$ cat src/rtl/cmp_pkg.sv
// Shared encodings for the sequential slice-serial magnitude comparator.
// Mode and state codes live here so the ALU control FSM can import the same names.
package cmp_pkg;

  localparam logic [1:0] CMP_EQ  = 2'b00;
  localparam logic [1:0] CMP_UNS = 2'b01;
  localparam logic [1:0] CMP_SGN = 2'b10;
  localparam logic [1:0] CMP_RSV = 2'b11;

  typedef enum logic [1:0] {
    S_IDLE = 2'b00,
    S_RUN  = 2'b01,
    S_DONE = 2'b10
  } cmp_state_e;

  // A single-cycle compare still needs a one-bit counter.
  function automatic int cnt_width(input int ns);
    return (ns > 1) ? $clog2(ns) : 1;
  endfunction

endpackage

$ cat src/rtl/cmp_slice.sv
// Combinational SLICE-bit comparator: per-bit XNOR reduced with AND for equality,
// plus an unsigned greater-than decided by the most significant differing bit.
module cmp_slice #(
  parameter int SLICE = 2
) (
  input  logic [SLICE-1:0] x,
  input  logic [SLICE-1:0] y,
  output logic             eq,
  output logic             gt
);

  logic [SLICE-1:0] bit_eq;

  assign bit_eq = ~(x ^ y);
  assign eq     = &bit_eq;

  // Scan LSB to MSB so the highest differing bit has the final say.
  always_comb begin
    gt = 1'b0;
    for (int i = 0; i < SLICE; i++) begin
      if (!bit_eq[i]) begin
        gt = x[i];
      end
    end
  end

endmodule

$ cat src/rtl/cmp_nbit_seq.sv
// Slice-serial equality/unsigned/signed comparator with a start/busy/done handshake.
// Operands are shifted out MSB slice first; the first differing slice decides the result.
module cmp_nbit_seq
  import cmp_pkg::*;
#(
  parameter int WIDTH = 16,
  parameter int SLICE = 2
) (
  input  logic             clk,
  input  logic             rst_n,
  input  logic             start,
  input  logic [1:0]       mode,
  input  logic [WIDTH-1:0] a,
  input  logic [WIDTH-1:0] b,
  output logic             busy,
  output logic             done,
  output logic             aeqb,
  output logic             agtb,
  output logic             altb
);

  localparam int NS    = WIDTH / SLICE;
  localparam int CNT_W = cnt_width(NS);
  localparam logic [CNT_W-1:0] CNT_LAST = CNT_W'(NS - 1);

  cmp_state_e       state_q, state_d;
  logic [WIDTH-1:0] a_q, a_d;
  logic [WIDTH-1:0] b_q, b_d;
  logic [1:0]       mode_q, mode_d;
  logic [CNT_W-1:0] cnt_q, cnt_d;
  logic             decided_q, decided_d;
  logic             gt_q, gt_d;
  logic             aeqb_q, aeqb_d;
  logic             agtb_q, agtb_d;
  logic             altb_q, altb_d;

  logic             slice_eq;
  logic             slice_gt;

  cmp_slice #(
    .SLICE (SLICE)
  ) u_slice (
    .x  (a_q[WIDTH-1 -: SLICE]),
    .y  (b_q[WIDTH-1 -: SLICE]),
    .eq (slice_eq),
    .gt (slice_gt)
  );

  always_comb begin
    state_d   = state_q;
    a_d       = a_q;
    b_d       = b_q;
    mode_d    = mode_q;
    cnt_d     = cnt_q;
    decided_d = decided_q;
    gt_d      = gt_q;
    aeqb_d    = aeqb_q;
    agtb_d    = agtb_q;
    altb_d    = altb_q;

    unique case (state_q)
      S_IDLE, S_DONE: begin
        if (start) begin
          // Signed operands become offset-binary so the unsigned slice compare orders them.
          a_d       = a;
          b_d       = b;
          if (mode == CMP_SGN) begin
            a_d[WIDTH-1] = ~a[WIDTH-1];
            b_d[WIDTH-1] = ~b[WIDTH-1];
          end
          mode_d    = mode;
          cnt_d     = '0;
          decided_d = 1'b0;
          gt_d      = 1'b0;
          state_d   = S_RUN;
        end else begin
          state_d   = S_IDLE;
        end
      end

      S_RUN: begin
        if (!decided_q && !slice_eq) begin
          decided_d = 1'b1;
          gt_d      = slice_gt;
        end
        a_d   = a_q << SLICE;
        b_d   = b_q << SLICE;
        cnt_d = cnt_q + 1'b1;
        // The last slice's verdict is folded in here so results land with done.
        if (cnt_q == CNT_LAST) begin
          state_d = S_DONE;
          aeqb_d  = ~decided_d;
          agtb_d  = decided_d &  gt_d & (mode_q != CMP_EQ);
          altb_d  = decided_d & ~gt_d & (mode_q != CMP_EQ);
        end
      end

      default: begin
        state_d = S_IDLE;
      end
    endcase
  end

  always_ff @(posedge clk) begin
    if (!rst_n) begin
      state_q   <= S_IDLE;
      a_q       <= '0;
      b_q       <= '0;
      mode_q    <= CMP_EQ;
      cnt_q     <= '0;
      decided_q <= 1'b0;
      gt_q      <= 1'b0;
      aeqb_q    <= 1'b0;
      agtb_q    <= 1'b0;
      altb_q    <= 1'b0;
    end else begin
      state_q   <= state_d;
      a_q       <= a_d;
      b_q       <= b_d;
      mode_q    <= mode_d;
      cnt_q     <= cnt_d;
      decided_q <= decided_d;
      gt_q      <= gt_d;
      aeqb_q    <= aeqb_d;
      agtb_q    <= agtb_d;
      altb_q    <= altb_d;
    end
  end

  assign busy = (state_q == S_RUN);
  assign done = (state_q == S_DONE);
  assign aeqb = aeqb_q;
  assign agtb = agtb_q;
  assign altb = altb_q;

endmodule

$ cat config.mk
export PLATFORM = sky130hd
export DESIGN_NAME = cmp_nbit_seq
export DESIGN_NICKNAME = d
export VERILOG_FILES = /design/src/rtl/cmp_pkg.sv /design/src/rtl/cmp_slice.sv /design/src/rtl/cmp_nbit_seq.sv
export SDC_FILE = /design/constraint.sdc
export NUM_CORES = 1
export LEC_CHECK = 0
export BUFFER_PORTS_ARGS = -buffer_cell sky130_fd_sc_hd__buf_4
export CORE_MARGIN = 8
export CORE_UTILIZATION = 54
export DETAILED_ROUTE_END_ITERATION = 6
export PLACE_DENSITY = 0.81
export SYNTH_ARGS = -nofsm -noshare
export SYNTH_HDL_FRONTEND = slang
export SYNTH_SLANG_ARGS = --single-unit
export TNS_END_PERCENT = 5
$ cat constraint.sdc
create_clock -name clk -period 1.6 [get_ports clk]
set_input_delay 0.24 -clock clk [delete_from_list [all_inputs] [get_ports clk]]
set_output_delay 0.24 -clock clk [all_outputs]
set_load 0.03 [all_outputs]
==> run_results.csv, run 1 <==
group,metric,value,unit
status,status,"complete, no violations",
placed_design,routabilityCongestion,0.7424,
floorplanning,num_rows,22,
clock_network,clk_pin_slew_worst_paths,80,ps
global_route,grt_antenna_before_repair,0,
power_and_ir_drop,powerDensity,959.5,nW/um^2
global_route,grt_use_total,0.1354,
floorplanning,die-area,5985,um^2
timing,slew_headroom,0.6640,
layout,nets,283,
floorplanning,die_h,77.36,um
critical_path,cp_max_fo,32,
synthesis,ys_warn_count,0,
drt,drtPass1Iterations,4,
critical_path,worstSetupPathType,"reg2reg",
power_and_ir_drop,max-vdd-ir-drop,0.7336,mV
floorplanning,start_util,0.5596,
min_path,min_path_type,"in2reg",
placed_design,pre_cts_ws,93.85,ps
synthesis,yosysSeqAreaShare,0.4332,
drt,vias,1563,
drt,drcViolationCount,0,
drt,vias_per_cell,5.371,
timing,final_max_slew_viol_count,0,
clock_network,cts_buffers,5,
power_and_ir_drop,comb_power_share,0.170,
critical_path,end_kind,"flip-flop",
power_and_ir_drop,switching_share,0.2570,
global_route,grt_max_degree,46,
synthesis,ys_seq_elements,44,
placed_design,dp_cells,282,
clock_network,cts_tree,"built",
layout,finalNonFillerCells,291,
layout,final_cell_mix,"47 x buf_4, 44 x dfxtp_1, 28 x a22oi_1",
global_route,overflow,0,
power_and_ir_drop,seqPwrFrac,0.513,
clock_network,clockRootBuffer,"clkbuf_8",
layout,final_common_cell,"buf_4",
synthesis,syn_nets,244,
placed_design,place_hpwl,2885,um
critical_path,cp.arrival,1680,ps
layout,syn_to_final_growth,20.37,%
clock_network,clock_path_buffers,2,
drt,wl_per_cell,14.23,um
timing,hold_viol_final,0,
clock_network,cts_sinks,44,
timing,min_period,1456,ps
global_route,grt_pass1_vias,1555,
timing,fin_tns_setup,0,ps
layout,utilization,0.6736,
synthesis,netlist_area,2033,um^2
clock_network,cts_htree_levels,2,
global_route,grt_pass1_wl,6837,um
timing,post-route-period-util,0.9099,
synthesis,netlist_instances,204,
synthesis,avgSynthCellArea,9.967,um^2
timing,max_freq,686.9,MHz
timing,rsz0062_at_grt,"no",
placed_design,io_buffers,41,
layout,n_antenna_cell,0,
run,maxCapViolCount,0,
power_and_ir_drop,power.share.clock,0.317,
power_and_ir_drop,switching_power,603.5,uW
floorplanning,io_pins,42,
power_and_ir_drop,p_int,1745,uW
clock_network,cts_hold_buf,0,
power_and_ir_drop,power.leakage,0.0009858,uW
critical_path,cp.required,1830,ps
timing,worst_slew_pin_slew,504.0,ps
drt,first_iter_violations,86,
timing,clock_skew,2.347,ps
layout,nFillCells,328,
floorplanning,die_x,77.36,um
critical_path,start_kind,"flip-flop",
layout,drive_above_1_share,0.3169,
synthesis,yosysUniqueCellTypes,36,
power_and_ir_drop,finalPower,2348,uW
clock_network,clk_latency,290,ps
timing,setup_ws,144.2,ps
timing,setup_viol,0,
drt,wirelength,4142,um
floorplanning,coreArea,3633,um^2
drt,drtAntennaViolNets,0,
[worst paths after layout]
| path | start | endpoint | slack (ps) | cells after the start |
|---|---|---|---|---|
| hold / removal | a[0] | a_q[0]$_SDFFE_PN0P_ | 210 | 3 |
| hold reg to reg | a_q[10]$_SDFFE_PN0P_ | a_q[10]$_SDFFE_PN0P_ | 450 | 2 |
| setup / recovery | state_q[1]$_SDFFE_PN0P_ | b_q[7]$_SDFFE_PN0P_ | 140 | 5 |
| setup reg to reg | state_q[1]$_SDFFE_PN0P_ | b_q[7]$_SDFFE_PN0P_ | 140 | 5 |
[layer usage]
layer / share of wire / vias to the layer above / global-route usage
met4: 0.013 / 0 / 0.04528
met1: 0.47 / 722 / 0.1607
met5: 0 / - / 0
met3: 0.058 / 5 / 0.05645
met2: 0.45 / 35 / 0.2157
li1: - / 801 / -
[critical path: stages, from the launching register on]
cell and delay, ps:
dfxtp_1 460, nor2b_4 100, buf_12 140, nor2_8 420, nand2_1 100, a21boi_1 160
[layout make-up]
class,instances,area (um^2),area share
clock buffer,7,96.34,0.03937
inverter,3,11.26,0.004601
multi-input combinational,141,1026,0.4192
sequential,44,880.8,0.3599
tap,48,60.06,0.02454
timing repair buffer,48,372.9,0.1524
[Yosys cell counts (all sizes together)]
cell type,n,area [um^2]
o22ai,1,6.260
a21oi,2,10.01
clkbuf,4,15.01
xnor2,3,26.28
nor2b,15,96.34
nand3,1,5.000
nor2,5,35.03
xor2,1,8.760
a211o,2,17.52
nor3,3,15.01
a32o,1,10.01
buf,12,112.6
ha,3,37.54
a22oi,32,260.3
and3,1,6.260
nand2b,2,12.51
dfxtp,44,880.8
o21ai,4,20.01
nand2,30,135.1
nor3b,1,12.51
and2,1,6.260
mux2i,5,50.05
a21boi,26,217.7
o32ai,1,8.760
inv,3,11.26
o41ai,1,16.27
[cells by family after synthesis]
kind of cell | Yosys count | share of synthesized area
and+or+nand+nor | 59 | 0.1594
buffers and inverters | 19 | 0.06830
AOI/OAI and AO/OA | 70 | 0.2788
adders and majority gates | 3 | 0.01846
muxes | 5 | 0.02462
xor gates and xnor gates | 4 | 0.01723
DFF | 44 | 0.4332
[metrics by stage]
stage | hold WS [ps] | cell area [um^2]
after global routing | 226.2 | 2447
after global placement | 440.6 | 2323
after floorplan | 409.1 | 2033
after detailed placement | 445.7 | 2323
final | 213.8 | 2447
after CTS | 211.7 | 2420
[power by group through the flow]
stage / sequential [uW] / combinational [uW] / clock (uW)
after floorplan: 1220 / 294 / 0
after global placement: 1230 / 381 / 0
after detailed placement: 1230 / 388 / 0
after CTS: 1210 / 390 / 751
after global routing: 1210 / 437 / 795
final: 1210 / 399 / 743
[registers in the layout, summed over array words and instances, names as in the netlist]
name       count
altb           1
agtb           1
cnt_q          3
aeqb           1
decided_q      1
a_q           16
state_q        2
gt_q           1
b_q           16
mode_q         2
[timing repair]
| action | CTS | global route |
|---|---|---|
| endpoints found under the setup margin | 0 | 2 |
| setup buffers | 0 | 2 |
| resized for setup | 0 | 1 |
(Power assumes the default switching activity.)
==> inputs of run 2 (changes only) <==
Clock period 1.6 ns to 1.4 ns, I/O delays scaled along.
==> run_results.csv, run 2 (synthesized netlist as in run 1, its figures left out) <==
group,metric,value,unit
floorplanning,coreArea,3633,um^2
clock_network,clock_path_buffers,2,
drt,wl_per_cell,15.24,um
layout,finalNonFillerCells,296,
floorplanning,start_util,0.5596,
layout,final_common_cell,"buf_4",
critical_path,cp_top_family,"compound AO/OA/AOI/OAI gates",
global_route,grt_use_total,0.1448,
timing,min_period,1360,ps
critical_path,crit_slowest_cell,"dfxtp_2",
power_and_ir_drop,power.leakage,0.001008,uW
status,status,"complete, no violations",
critical_path,slowest_delay,340,ps
power_and_ir_drop,powerDensity,1072,nW/um^2
critical_path,cp.arrival,1570,ps
floorplanning,num_rows,22,
floorplanning,die_h,77.36,um
critical_path,cp_max_fo,3,
timing,setup_ws,39.81,ps
layout,drive_above_1_share,0.3508,
drt,drtPass1Iterations,4,
floorplanning,die-area,5985,um^2
run,maxCapViolCount,0,
power_and_ir_drop,max-vdd-ir-drop,0.6083,mV
clock_network,cts_tree,"built",
drt,drtAntennaViolNets,0,
layout,final_cell_mix,"47 x buf_4, 41 x dfxtp_1, 28 x a22oi_1",
critical_path,cp_cell_sequence,"inv_2, ha_4, nor2b_1, o22ai_1, o21ai_2, o41ai_2",
layout,n_antenna_cell,0,
timing,clock_skew,6.220,ps
layout,top_regs,"a_q x16, b_q x16, cnt_q x3",
placed_design,io_buffers,41,
timing,worst_slew_pin_slew,430.3,ps
clock_network,clockRootBuffer,"clkbuf_8",
clock_network,cts_sinks,44,
layout,syn_to_final_growth,23.82,%
timing,slew_headroom,0.7101,
placed_design,dp_cells,285,
critical_path,end_kind,"flip-flop",
drt,wirelength,4512,um
clock_network,cts_htree_levels,2,
timing,setup_viol,0,
drt,vias_per_cell,5.493,
timing,hold_viol_final,0,
min_path,min_path_type,"in2reg",
floorplanning,die_x,77.36,um
global_route,grt_antenna_before_repair,0,
clock_network,clk_latency,290,ps
critical_path,cp.required,1610,ps
drt,first_iter_violations,150,
critical_path,worstSetupPathType,"reg2reg",
critical_path,critical_path_buf_inv_count,1,
layout,nFillCells,304,
timing,fin_tns_setup,0,ps
floorplanning,io_pins,42,
timing,post-route-period-util,0.9716,
clock_network,cts_hold_buf,0,
drt,drcViolationCount,0,
placed_design,place_hpwl,2971,um
placed_design,routabilityCongestion,0.7605,
timing,max_freq,735.2,MHz
layout,nets,287,
layout,stdcell_area,2517,um^2
placed_design,pre_cts_ws,-66.44,ps
clock_network,cts_buffers,5,
clock_network,clk_pin_slew_worst_paths,80,ps
drt,vias,1626,
global_route,grt_pass1_vias,1652,
placed_design,place_area,2346,um^2
critical_path,start_kind,"flip-flop",
global_route,grt_max_degree,39,
timing,final_max_slew_viol_count,0,
global_route,grt_pass1_wl,7293,um
global_route,overflow,0,
timing,rsz0062_at_grt,"yes",
[run 2: cell types whose count changed in the layout (fill, tap and decap cells not counted), sizes merged]
cell	change
nor2	+1
clkbuf	+1
buf	+3
[run 2: worst min-delay path, stage by stage]
cell     delay, ps
buf_4           80
mux2i_1         60
nor2b_1         90
[run 2: what timing repair did]
action,CTS,global route
gates cloned,0,1
buffers inserted,1,1
setup endpoints to repair,3,37
gates resized for setup,2,10
pin swaps,0,4
[run 2: area by class of cell]
| cell class | count | area [um^2] | area share |
|---|---|---|---|
| Clock buffer | 8 | 90.09 | 0.03579 |
| Inverter | 3 | 11.26 | 0.004473 |
| Multi-Input combinational cell | 142 | 1065 | 0.4230 |
| Sequential cell | 44 | 884.6 | 0.3514 |
| Tap cell | 48 | 60.06 | 0.02386 |
| Timing Repair Buffer | 51 | 406.6 | 0.1615 |
[run 2: worst paths after layout]
check,endpoint,cells after the start,slack (ps),start
min reg2reg,a_q[9]$_SDFFE_PN0P_,2,450,a_q[9]$_SDFFE_PN0P_
min,mode_q[1]$_SDFFE_PN0P_,3,180,mode[1]
max,agtb$_SDFFE_PN0P_,6,40,b_q[14]$_SDFFE_PN0P_
max reg2reg,agtb$_SDFFE_PN0P_,6,40,b_q[14]$_SDFFE_PN0P_
[run 2: per-layer routing]
layer | wire length, um | GRT usage
met2 | 2217 | 0.2342
met1 | 1932 | 0.1705
met3 | 300 | 0.05184
met4 | 62 | 0.05849
met5 | 0 | 0
[run 2: through the flow]
stage	utilization	hold slack (ps)	total power [uW]
2_1_floorplan	-	379.1	1730
3_3_place_gp	0.6457	441.9	1846
3_5_place_dp	0.6457	445.5	1858
4_1_cts	0.6736	179.0	2664
5_1_grt	0.6928	190.7	2838
6_report	0.6928	181.2	2698
[run 2: where the power goes]
group	switching [uW]	total (uW)	internal [uW]	leakage, uW
Sequential	50.3	1380	1330	0.000362
Clock	410	812	403	0.0000455
Combinational	254	506	251	0.000600
==> inputs of run 3 (changes only) <==
Settings changed: CORE_ASPECT_RATIO from default to 0.8, PLACE_DENSITY 0.81 to 0.79.
==> run_results.csv, run 3 (synthesized netlist as in run 1, its figures left out) <==
group,metric,value,unit
placed_design,io_buffers,41,
critical_path,cp.required,1600,ps
critical_path,cp.arrival,1550,ps
power_and_ir_drop,power.leakage,0.001029,uW
clock_network,clockRootBuffer,"clkbuf_8",
global_route,grt_use_total,0.1473,
layout,final_common_cell,"buf_4",
drt,wl_met1,2134,um
layout,nFillCells,297,
timing,min_period,1346,ps
critical_path,end_kind,"flip-flop",
drt,drcViolationCount,0,
critical_path,cp_max_fo,3,
critical_path,crit_path_end,"agtb$_SDFFE_PN0P_",
drt,wirelength,4413,um
floorplanning,start_util,0.5490,
drt,vias,1611,
timing,final_max_slew_viol_count,0,
placed_design,place_hpwl,2996,um
min_path,min_path_type,"in2reg",
layout,n_antenna_cell,0,
power_and_ir_drop,finalPower,2753,uW
drt,first_iter_violations,94,
drt,routed-wl-met2,2034,um
global_route,grt_max_degree,33,
clock_network,clk_pin_slew_worst_paths,80,ps
timing,setup_viol,0,
global_route,grt_pass1_wl,7258,um
floorplanning,die-area,5997,um^2
layout,nets,290,
layout,seqCellArea,882.1,um^2
clock_network,clock_path_buffers,2,
clock_network,cts_tree,"built",
global_route,grt_pass1_vias,1617,
floorplanning,die_x,84.61,um
critical_path,r2r_start,"a_q[14]$_SDFFE_PN0P_",
power_and_ir_drop,powerDensity,1083,nW/um^2
layout,syn_to_final_growth,25.05,%
drt,drtAntennaViolNets,0,
status,status,"complete, no violations",
layout,top_regs,"a_q x16, b_q x16, cnt_q x3",
drt,drtPass1Iterations,4,
timing,clock_skew,4.223,ps
layout,drive_above_1_share,0.3520,
global_route,overflow,0,
floorplanning,num_rows,20,
clock_network,clk_latency,290,ps
critical_path,worst_r2r_path_depth,5,
timing,rsz0062_at_grt,"yes",
critical_path,crit_start,"a_q[14]$_SDFFE_PN0P_",
global_route,grt_antenna_before_repair,0,
layout,final_cell_mix,"50 x buf_4, 43 x dfxtp_1, 28 x a22oi_1",
drt,vias_per_cell,5.480,
drt,wl_per_cell,15.01,um
critical_path,worstSetupPathType,"reg2reg",
critical_path,start_kind,"flip-flop",
drt,topRoutingLayerUsed,"met4",
floorplanning,die_h,70.88,um
timing,post-route-period-util,0.9615,
drt,wl_met3,190,um
layout,utilization,0.6865,
timing,worst_slew_pin_slew,355.1,ps
timing,slew_headroom,0.7628,
floorplanning,io_pins,42,
layout,multi_input_area,1060,um^2
clock_network,cts_buffers,5,
timing,hold_viol_final,0,
clock_network,cts_htree_levels,2,
layout,finalNonFillerCells,294,
critical_path,rrSetupSlack,50,ps
floorplanning,coreArea,3704,um^2
critical_path,r2r-end,"agtb$_SDFFE_PN0P_",
run,maxCapViolCount,0,
power_and_ir_drop,max-vdd-ir-drop,0.5849,mV
clock_network,cts_sinks,44,
placed_design,routabilityCongestion,0.8438,
timing,max_freq,742.9,MHz
placed_design,dp_cells,283,
-- run 3: how the worst min path moves through the flow --
stage	from	endpoint	slack, ps	cells past startpoint
after floorplan	mode[1]	mode_q[1]$_SDFFE_PN0P_	380	2
after global placement	b_q[9]$_SDFFE_PN0P_	b_q[9]$_SDFFE_PN0P_	440	2
after detailed placement	b_q[7]$_SDFFE_PN0P_	b_q[7]$_SDFFE_PN0P_	450	2
after CTS	b[4]	b_q[4]$_SDFFE_PN0P_	180	3
after global routing	b[4]	b_q[4]$_SDFFE_PN0P_	180	3
final	b[6]	b_q[6]$_SDFFE_PN0P_	180	3
-- run 3: what timing repair did --
item	CTS	global route
pin swaps	1	3
endpoints found under the hold margin	0	0
buffers inserted	1	2
cloned	0	1
gates resized for setup	2	6
setup endpoints to repair	4	35
hold buffers	0	0
-- run 3: metrics by stage --
stage | cell area (um^2) | worst slack, ps | TNS (ps) | hold WS (ps)
after floorplan | 2033 | 52.19 | 0 | 379.1
after global placement | 2369 | -18.68 | -18.68 | 441.8
after detailed placement | 2369 | -36.08 | -47.44 | 446.2
after CTS | 2476 | 7.718 | 0 | 183.0
after global routing | 2542 | -51.54 | -110.0 | 183.8
final | 2542 | 53.86 | 0 | 180.6
-- run 3: layer usage --
metal  vias up  GRT usage
met5         -          0
met4         0    0.05315
met3         7    0.04167
met2        31     0.2380
met1       756     0.1823
li1        817          -
-- run 3: power breakdown --
group	internal [uW]	switching (uW)	total, uW
sequential	1330	50.6	1380
clock	439	410	849
combinational	269	256	525
-- run 3: area by class of cell --
cell class                      count  area share
Clock buffer                        7     0.03789
Timing Repair Buffer               54      0.1722
Sequential cell                    44      0.3469
Inverter                            3    0.004429
Multi-Input combinational cell    142      0.4168
Tap cell                           44     0.02165
-- run 3: worst max-delay path: stages (launching register included) --
cell and delay (ps):
dfxtp_1 390, ha_4 230, nor2b_1 120, o22ai_1 150
o21ai_2 100, o41ai_2 270
